$ cat config.mk
export PLATFORM = sky130hd
export DESIGN_NAME = adc_trigger_fifo
export DESIGN_NICKNAME = d
export VERILOG_FILES = /design/src/rtl/adc_trigger_fifo.sv
export SDC_FILE = /design/constraint.sdc
export NUM_CORES = 1
export LEC_CHECK = 0
export CAP_MARGIN = 25
export CELL_PAD_IN_SITES_DETAIL_PLACEMENT = 0
export CELL_PAD_IN_SITES_GLOBAL_PLACEMENT = 1
export CORE_AREA = 2 2 174 108
export CTS_BUF_LIST = sky130_fd_sc_hd__clkbuf_4
export CTS_CLUSTER_SIZE = 30
export DETAILED_ROUTE_END_ITERATION = 10
export DIE_AREA = 0 0 176 110
export PLACE_DENSITY_LB_ADDON = 0.3
export REMOVE_ABC_BUFFERS = 1
export SYNTH_ARGS = -nofsm -noshare
export SYNTH_HDL_FRONTEND = slang
export SYNTH_SLANG_ARGS = --single-unit
export TNS_END_PERCENT = 50
$ cat constraint.sdc
create_clock -name clk -period 4.4 [get_ports clk]
set_clock_uncertainty 0.15 [all_clocks]
set_input_delay 0.88 -clock clk [delete_from_list [all_inputs] [get_ports clk]]
set_output_delay 0.88 -clock clk [all_outputs]
set_load 0.05 [all_outputs]
$ cat src/rtl/adc_trigger_fifo.sv
// rtl/adc_trigger_fifo.sv - ADC comparator sampler plus single-clock count-word FIFO
// Level is a register; flags decode it combinationally so they follow the access edge.
module adc_trigger_fifo #(
  parameter int DATA_W      = 24,
  parameter int DEPTH       = 8,
  parameter int AE_THRESH   = 1,
  parameter int AF_THRESH   = 7,
  parameter int SYNC_STAGES = 1
) (
  input  logic                     clk,
  input  logic                     rst_n,
  input  logic                     adc_comp,
  output logic                     adc_count,
  output logic                     adc_countn,
  input  logic [DATA_W-1:0]        wr_data,
  input  logic                     wr_en,
  input  logic                     rd_en,
  input  logic                     fifo_clear,
  output logic [DATA_W-1:0]        rd_data,
  output logic                     empty,
  output logic                     full,
  output logic                     almost_empty,
  output logic                     almost_full,
  output logic [$clog2(DEPTH):0]   level
);

  localparam int PW = $clog2(DEPTH);
  localparam int LW = PW + 1;
  localparam logic [LW-1:0] ONE_L   = LW'(1);
  localparam logic [LW-1:0] DEPTH_L = LW'(DEPTH);
  localparam logic [LW-1:0] AE_L    = LW'(AE_THRESH);
  localparam logic [LW-1:0] AF_L    = LW'(AF_THRESH);

  logic [SYNC_STAGES-1:0] sync_q, sync_d;
  logic                   countn_q, countn_d;

  logic [DATA_W-1:0] mem [DEPTH];
  logic [LW-1:0]     wr_ptr_q, wr_ptr_d;
  logic [LW-1:0]     rd_ptr_q, rd_ptr_d;
  logic [LW-1:0]     level_q, level_d;
  logic [DATA_W-1:0] rd_data_q, rd_data_d;
  logic              wr_ok, rd_ok;

  // The complement is taken from the next value so both outputs flip on the same edge.
  always_comb begin
    sync_d    = '0;
    sync_d[0] = adc_comp;
    for (int i = 1; i < SYNC_STAGES; i++) begin
      sync_d[i] = sync_q[i-1];
    end
    countn_d = ~sync_d[SYNC_STAGES-1];
  end

  always_ff @(posedge clk or negedge rst_n) begin
    if (!rst_n) begin
      sync_q   <= '0;
      countn_q <= 1'b1;
    end else begin
      sync_q   <= sync_d;
      countn_q <= countn_d;
    end
  end

  assign adc_count  = sync_q[SYNC_STAGES-1];
  assign adc_countn = countn_q;

  assign empty        = (level_q == '0);
  assign full         = (level_q == DEPTH_L);
  assign almost_empty = (level_q <= AE_L);
  assign almost_full  = (level_q >= AF_L);
  assign level        = level_q;
  assign rd_data      = rd_data_q;

  // Acceptance uses the pre-edge flags, so a write at full is refused even alongside a read.
  assign wr_ok = wr_en && !full;
  assign rd_ok = rd_en && !empty;

  always_comb begin
    wr_ptr_d  = wr_ptr_q;
    rd_ptr_d  = rd_ptr_q;
    level_d   = level_q;
    rd_data_d = rd_data_q;
    if (fifo_clear) begin
      wr_ptr_d = '0;
      rd_ptr_d = '0;
      level_d  = '0;
    end else begin
      if (wr_ok) begin
        wr_ptr_d = wr_ptr_q + ONE_L;
      end
      if (rd_ok) begin
        rd_ptr_d  = rd_ptr_q + ONE_L;
        rd_data_d = mem[rd_ptr_q[PW-1:0]];
      end
      case ({wr_ok, rd_ok})
        2'b10:   level_d = level_q + ONE_L;
        2'b01:   level_d = level_q - ONE_L;
        default: level_d = level_q;
      endcase
    end
  end

  always_ff @(posedge clk or negedge rst_n) begin
    if (!rst_n) begin
      wr_ptr_q  <= '0;
      rd_ptr_q  <= '0;
      level_q   <= '0;
      rd_data_q <= '0;
    end else begin
      wr_ptr_q  <= wr_ptr_d;
      rd_ptr_q  <= rd_ptr_d;
      level_q   <= level_d;
      rd_data_q <= rd_data_d;
    end
  end

  always_ff @(posedge clk) begin
    if (wr_ok && !fifo_clear) begin
      mem[wr_ptr_q[PW-1:0]] <= wr_data;
    end
  end

endmodule

* Yosys cells after proc, flatten, opt, wreduce, memory -nomap -nowiden *
Memory sizes are Yosys's and may differ from the RTL's. A register that Yosys moved wholly into a read port is not among the register bits.
Index checks and enable logic that the tools add are counted.

storage, ports and cells
  bits in registers = 14
  latch bits = 0
  RAM bits = 192
  memory bits (read-only) = 0
  input bits = 30
  output and inout port bits = 34
  word-level logic and storage cells = 37
  memories kept = 1

operators by class
  $add $sub $neg = 4
  multiply operators = 0
  divide/modulo/power cells = 0
  order comparisons = 2
  equality and inequality tests = 3
  shifts and indexed selects = 0
  mux-type cells = 8
  bitwise operators = 2
  reduce and logical (&&, ||, !) cells = 12

memories
  name  depth  width  read ports  clocked after memory_dff  wr ports  RTL line  text
  mem   8      24     1           1                         1         37        logic [DATA_W-1:0] mem [DEPTH];

operator list
  kind                                                  count
  2-to-1 mux 4 bit                                      5
  adder 4 x 1 -> 4 bit (second input constant)          3
  one-hot mux 4 bit (2 select lines)                    1
  equality test 4 bit (second input constant)           1
  >= comparator 4 x 3 -> 1 bit (second input constant)  1
  <= comparator 4 x 1 -> 1 bit (second input constant)  1
  zero test 1 bit                                       4
  zero test 4 bit                                       1
  nonzero test 2 bit                                    2
  subtractor 4 x 1 -> 4 bit (second input constant)     1
  logical AND 1 bit                                     3
  nonzero test 3 bit                                    1
  equality test 2 x 1 -> 1 bit (second input constant)  1
  equality test 2 bit (second input constant)           1
  2-to-1 mux 1 bit                                      2
  NOT 1 bit                                             2
  AND reduction 2 bit                                   1

* Depth between registers and ports, before layout *
Gate-level depths: netlist of run 1.

  depth after elaboration = 6
  mapped depth = 9
  mapped depth without buffers = 7

* Worst setup path after synthesis of run 1 *
Ideal clock, no wire load.

  path type = reg-to-reg
  start point = register level_q[1], in the netlist level[1]
  end point = memory mem[0][0], enable pin
  arrival time = 3.602 ns
  path slack = 0.213 ns
  cell stages (with the launch flop) = 7
  path buffers = 0
  period minus slack after synthesis = 4.187 ns
  path through = dfrtp_1 -> inv_1 -> ha_1 -> nand3b_4 -> inv_2 -> or4b_1 -> nor3_1

on the way
  cells in the longest elaborated chain, start to end = 6

RTL lines
  what                                    RTL line  text
  start: declaration                      40        logic [LW-1:0] level_q, level_d;
  start signal: assignment                112       level_q <= level_d;
  equality test 4 bit                     68        assign full = (level_q == DEPTH_L);
  via full                                21        output logic full,
  zero test 1 bit                         75        assign wr_ok = wr_en && !full;
  logical AND 1 bit                       75
  logical AND 1 bit                       118       if (wr_ok && !fifo_clear) begin
  2-to-1 mux 1 bit                        118
  2-to-1 mux 1 bit (not written as such)  119       mem[wr_ptr_q[PW-1:0]] <= wr_data;
  end: declaration                        37

The timed path passes the listed nets, and every way through them passes these cells.

* Worst setup path after layout of run 1 *
  start point = register level_q[1], in the netlist level[1]
  end point = output port empty

on the way
  cells in the longest elaborated chain, start to end = 1

RTL lines
  what              RTL line  text
  zero test 4 bit   67        assign empty = (level_q == '0);
  end: declaration  20        output logic empty,

Every way passes these cells.

==> impl_results.md, run 1 <==
* Mean post-synth cell area at 16.3 sq um
* Post-synth EDFFs at 192
* Critical path, cell by cell: inv_1, ha_1, or3b_1, inv_2, clkdlybuf4s50_1
* Largest net degree at the start of global routing at 65
* Synth Register Bits at 228
* Total track usage at 20.0%
* Post-layout util at 60.4%
* Outcome: complete, no violations
* Antenna cells at 0
* IO Pins at 64
* Max-Cap Viols at 0
* Hold crit path type: reg2reg
* Worst Tran Pin Value at 0.735 ns
* CP required at 3.37 ns
* Final Hold Violating Endpoints at 0
* RSZ-0062 raised after global routing: no
* CP Max Fanout at 6
* Starting Density at 51.2%
* Main flop type after synthesis: edfxtp_1
* CP max-delay cell: clkdlybuf4s50_1
* CP Capture Type: primary output
* Sequential share of the synthesized area at 73.4%
* Vias per std cell at 5.45
* Fin. max-slew vios at 0
* Detailed Routing Iterations Pass 1 at 5
* DR vias at 5,108
* Largest area contributor in the netlist: edfxtp_1
* CP Class: reg2out
* Share of cells above drive strength 1 at 19.9%
* Drt wl/cell at 19.7 um
* Post-route ant nets at 0
* Post-CTS sizing at 0
* VDD IR max at 314 uV
* Crit path launch type: register
* Cells after Synth at 557
* Cell Pwr Density at 570 mW/mm^2
* Worst Path Buf+Inv at 3
* Top-area cell type share of the netlist area at 63.5%
* Critical path's largest stage delay at 0.80 ns
* Htree depth at 2
* Antenna violations before repair at 0
* Chip width at 176 um
* Post-Route WL at 18,500 um
* Top post-synthesis cells by area: edfxtp_1, mux2i_1, dfrtp_1
* Clk root buf: clkbuf_4
* Setup-failing EPs final at 0
* Num CTS Buffers at 52
* Arr. time, crit path at 2.89 ns
* Die Ht at 110 um
* Tot Pwr at 6.10 mW
* Die footprint at 0.0194 sq mm
* Setup Total Neg Slack at 0 ns
* Fin crit share at 89.1%
* CORE AREA at 0.0177 sq mm
* Layout area overhead at 17.9%
* Clock tree buffer depth at 3
* Global-route wire length before repair at 29,200 um
* CTS tree: done
* Minimum clock period at 3.92 ns
* Residual DRC at 0
* DP HPWL at 10,800 um
* Worst slew margin at 51.0%
* Initial DRC count at 328
* Max Fclk at 255 MHz
* Most numerous cell in the Yosys netlist: edfxtp_1
* Core Rows at 38
* Worst-skew pair later-pin latency at 0.61 ns
* Port Buffers at 63
* Synth unique cells at 38
* Warnings, synthesis at 0
* RePlAce Congestion at 0.858
* Clock edge transition at the registers on the reported setup and hold paths at 0.07 ns
* Top post-synthesis cells by count: edfxtp_1, mux2i_1, a22oi_1
* Clk sinks at 228
* Final net count at 693
* Worst path top cell family by delay: buffers and inverters
* P_leak at 3.68 nW
* Vias in the first global route at 5,347
* Post-Syn Area at 0.00908 sq mm
* Ys async rst share at 15.8%
* Gr ovfl total at 0
-- metal layers --
layer	vias up	track usage, %	share of wire [%]
li1	2369	-	-
met2	155	31.7	46
met1	2561	28.4	47
met3	23	4.46	5.5
met4	0	5.61	1.3
met5	-	0	0
-- registers in the layout, summed over array words and instances, names as in the netlist --
name / cells
adc_count: 1
rd_ptr_q: 3
adc_countn: 1
rd_data: 24
level: 4
mem: 192
wr_ptr_q: 3
-- per-stage QoR --
| step | hold slack (ns) | area (sq um) | setup slack [ns] | std cells |
|---|---|---|---|---|
| finish | 0.329 | 10700 | 0.479 | 938 |
| global route | 0.352 | 10700 | 0.322 | 938 |
| CTS | 0.241 | 10700 | 0.454 | 936 |
| detailed placement | 0.320 | 10000 | 1.05 | 841 |
| global placement | 0.316 | 9990 | 1.09 | 840 |
| floorplan | 0.400 | 8890 | 0.213 | 524 |
-- cell type report --
type | count | area [sq um]
well taps | 240 | 300
repair buffers | 79 | 818
inverters | 6 | 22.5
flip-flops and latches | 228 | 6670
fillers | 1367 | 7030
clock inverters | 12 | 46.3
clock buffers | 83 | 623
multi-input cells | 290 | 2230
-- where the power goes --
group | switching, mW | total, mW | internal, mW
clock network | 0.777 | 1.63 | 0.854
logic | 1.16 | 1.78 | 0.621
registers | 0.150 | 2.69 | 2.54
-- worst register-to-register path, delay by kind of cell (launching register included) --
family                     cells  cell delay, ns
DFF                            1            0.48
buffers and inverters          3            0.57
adders and majority gates      1            0.28
and+or+nand+nor                3            0.89
-- placed cells by master, fill, tap and decap left out, types with 3 or more instances in the layout --
master	n
a21oi_1	6
clkbuf_4	83
edfxtp_1	192
xor2_1	3
a22oi_1	48
clkinv_1	11
nand2b_1	4
nand2_2	10
nand3_1	4
clkdlybuf4s50_1	62
mux2i_1	97
nor2_1	9
nor2b_1	3
inv_1	4
ha_1	6
o21ai_2	10
buf_12	5
a211oi_1	4
dfrtp_1	34
nor2_2	6
nand2_1	43
buf_4	9
o21ai_1	14
-- final timing paths --
| check | start | endpoint | slack (ns) | cells after the start |
|---|---|---|---|---|
| max in group asynchronous | rst_n | rd_data[8] | 3.21 | 3 |
| min in group asynchronous | rst_n | adc_count | 0.45 | 2 |
| worst max register to register | level[0] | mem[0][20] | 1.66 | 7 |
| worst min register to register | rd_data[20] | rd_data[20] | 0.33 | 2 |
| worst min-delay path | rd_data[20] | rd_data[20] | 0.33 | 2 |
| worst max-delay path | level[1] | empty | 0.48 | 5 |
-- timing repair --
item                                   in CTS  in global routing
buffers inserted                            0                  0
hold buffers                                0                  1
endpoints found under the hold margin       0                  1
-- kinds of logic after synthesis --
group | synth area share, %
xor+xnor | 0.386
mux | 10.9
fa+ha+maj | 0.827
flops | 73.4
buf+inv | 2.37
simple gates | 5.44
compound gates | 6.68
No activity file was read; power rests on OpenSTA's default activity.
==> run 2, diff against run 1 <==
--- a/config.mk
+++ b/config.mk
@@ -8,11 +8,11 @@
 export CAP_MARGIN = 25
 export CELL_PAD_IN_SITES_DETAIL_PLACEMENT = 0
 export CELL_PAD_IN_SITES_GLOBAL_PLACEMENT = 1
-export CORE_AREA = 2 2 174 108
+export CORE_AREA = 2 2 124 150
 export CTS_BUF_LIST = sky130_fd_sc_hd__clkbuf_4
 export CTS_CLUSTER_SIZE = 30
 export DETAILED_ROUTE_END_ITERATION = 10
-export DIE_AREA = 0 0 176 110
+export DIE_AREA = 0 0 126 152
 export PLACE_DENSITY_LB_ADDON = 0.3
 export REMOVE_ABC_BUFFERS = 1
 export SYNTH_ARGS = -nofsm -noshare
==> run 2 against run 1 <==
Compared with the run above:
- critical path type unchanged
- wire length down 4.7%
- register-to-register slack worse by 0.34 ns
- global-route usage down 0.97 points
==> impl_results.md, run 2 (same netlist as run 1, synthesis figures left out) <==
* Outcome: complete, no violations (unchanged)
* Hold crit path type: reg2reg (unchanged)
* Fin crit share at 91.3% (was 89.1%)
* Initial DRC count at 369 (was 328)
* P_leak at 3.70 nW (was 3.68 nW)
* Core Rows at 54 (was 38)
* CP Class: reg2out (unchanged)
* Gr ovfl total at 0 (unchanged)
* Postcts setup bufs at 0 (unchanged)
* Drt wl/cell at 18.9 um (was 19.7 um)
* CTS tree: done (unchanged)
* Share of cells above drive strength 1 at 19.9% (about the same)
* Total track usage at 19.1% (was 20.0%)
* Htree depth at 2 (unchanged)
* Starting Density at 50.9% (was 51.2%)
* Post-layout util at 60.2% (was 60.4%)
* Post-route ant nets at 0 (unchanged)
* Placed inst area at 0.0100 sq mm (about the same)
* Clk sinks at 228 (unchanged)
* Num CTS Buffers at 54 (was 52)
* Clock edge transition at the registers on the reported setup and hold paths at 0.07 ns (about the same)
* Detailed Routing Iterations Pass 1 at 5 (unchanged)
* Die Ht at 152 um (was 110 um)
* Post-Route WL at 17,600 um (was 18,500 um)
* DR vias at 5,059 (was 5,108)
* Worst slew margin at 30.9% (was 51.0%)
* DP HPWL at 10,500 um (was 10,800 um)
* Crit path launch type: register (unchanged)
* CORE AREA at 0.0178 sq mm (was 0.0177 sq mm)
* Worst Tran Pin Value at 1.03 ns (was 0.735 ns)
* Arr. time, crit path at 2.99 ns (was 2.89 ns)
* Residual DRC at 0 (unchanged)
* IO Pins at 64 (unchanged)
* CP max-delay cell: clkdlybuf4s50_1 (unchanged)
* Largest register FFs at 192 (unchanged)
* CP Capture Type: primary output (unchanged)
* Cell Pwr Density at 565 mW/mm^2 (was 570 mW/mm^2)
* Clk root buf: clkbuf_4 (unchanged)
* Vias per std cell at 5.43 (was 5.45)
* RePlAce Congestion at 0.783 (was 0.858)
* Layout area overhead at 18.3% (was 17.9%)
* Setup Total Neg Slack at 0 ns (unchanged)
* Fin. max-slew vios at 0 (unchanged)
* Global-route wire length before repair at 28,400 um (was 29,200 um)
* Setup-failing EPs final at 0 (unchanged)
* Max-Cap Viols at 0 (unchanged)
* Clock tree buffer depth at 3 (unchanged)
* Final Instance Area at 0.0107 sq mm (about the same)
* Critical path, cell by cell: inv_1, ha_1, or3b_1, inv_2, clkdlybuf4s50_1 (unchanged)
* Most common cell after layout, fill and taps aside: edfxtp_1 (unchanged)
* Die footprint at 0.0192 sq mm (was 0.0194 sq mm)
* Commonest non-fill, non-tap cells in the layout: edfxtp_1, mux2i_1, clkbuf_4 (unchanged)
* Vias in the first global route at 5,390 (was 5,347)
* Final Hold Violating Endpoints at 0 (unchanged)
* VDD IR max at 534 uV (was 314 uV)
* Worst-skew pair later-pin latency at 0.66 ns (was 0.61 ns)
* Final net count at 699 (was 693)
* Port Buffers at 63 (unchanged)
* Max Fclk at 249 MHz (was 255 MHz)
* Minimum clock period at 4.02 ns (was 3.92 ns)
* RSZ-0062 raised after global routing: no (unchanged)
* CP Max Fanout at 8 (was 6)
* CP required at 3.37 ns (about the same)
* Critical path's largest stage delay at 0.81 ns (was 0.80 ns)
* Chip width at 126 um (was 176 um)
* Largest net degree at the start of global routing at 49 (was 65)
* Antenna violations before repair at 1 (was 0)
run 2: path summary, 6_finish.rpt:
kind	start	endpoint	slack [ns]	cells past startpoint
max in group asynchronous	rst_n	adc_countn	3.02	3
min in group asynchronous	rst_n	rd_data[1]	0.52	2
setup reg to reg	level[0]	mem[6][23]	1.32	7
hold / removal	rd_data[11]	rd_data[11]	0.33	2
hold reg to reg	rd_data[11]	rd_data[11]	0.33	2
setup / recovery	level[0]	empty	0.38	5
run 2: area by class of cell:
type	instances	area (sq um)
clock buffer	77	578
clock inverter	23	93.8
multi-input combinational	290	2230
tap	224	280
sequential	228	6670
inverter	6	22.5
fill	1380	7100
timing repair buffer	83	863
antenna	1	2.50
run 2: per-layer routing:
layer | up-vias | global-route usage [%] | routed length, um
li1 | 2381 | - | -
met1 | 2495 | 23.9 | 7310
met2 | 148 | 32.5 | 9020
met3 | 35 | 3.94 | 923
met4 | 0 | 7.59 | 354
met5 | - | 0 | 0
run 2: timing repair:
action / CTS / global route
resized for setup: 0 / 0
endpoints found under the hold margin: 0 / 10
hold buffers: 0 / 1
run 2: where the power goes:
part	internal (mW)	switching (mW)	total [mW]	leakage [nW]
combinational	0.634	1.16	1.80	1.12
sequential	2.54	0.139	2.68	2.19
clock	0.812	0.786	1.60	0.399
run 2: stage by stage:
stage | hold WS (ns) | std cells | power [mW] | worst slack, ns
after CTS | 0.231 | 929 | 6.14 | 0.360
after floorplan | 0.400 | 524 | 3.96 | 0.213
after global placement | 0.315 | 826 | 4.48 | 0.805
after detailed placement | 0.320 | 829 | 4.53 | 0.713
after global routing | 0.362 | 932 | 6.38 | 0.237
final | 0.331 | 932 | 6.07 | 0.383
run 2: worst max-delay path, delay by kind of cell (launching register included):
family        cells  cell delay [ns]
flops             1             0.48
buf+inv           3             1.06
simple gates      1             0.53
fa+ha+maj         1             0.27
==> run 3, diff against run 2 <==
--- a/config.mk
+++ b/config.mk
@@ -15,6 +15,7 @@
 export DIE_AREA = 0 0 126 152
 export PLACE_DENSITY_LB_ADDON = 0.3
 export REMOVE_ABC_BUFFERS = 1
+export SETUP_SLACK_MARGIN = 0.2
 export SYNTH_ARGS = -nofsm -noshare
 export SYNTH_HDL_FRONTEND = slang
 export SYNTH_SLANG_ARGS = --single-unit
==> results of run 3 <==
Same layout as run 2: the final DEF is identical, and so are final timing and power.
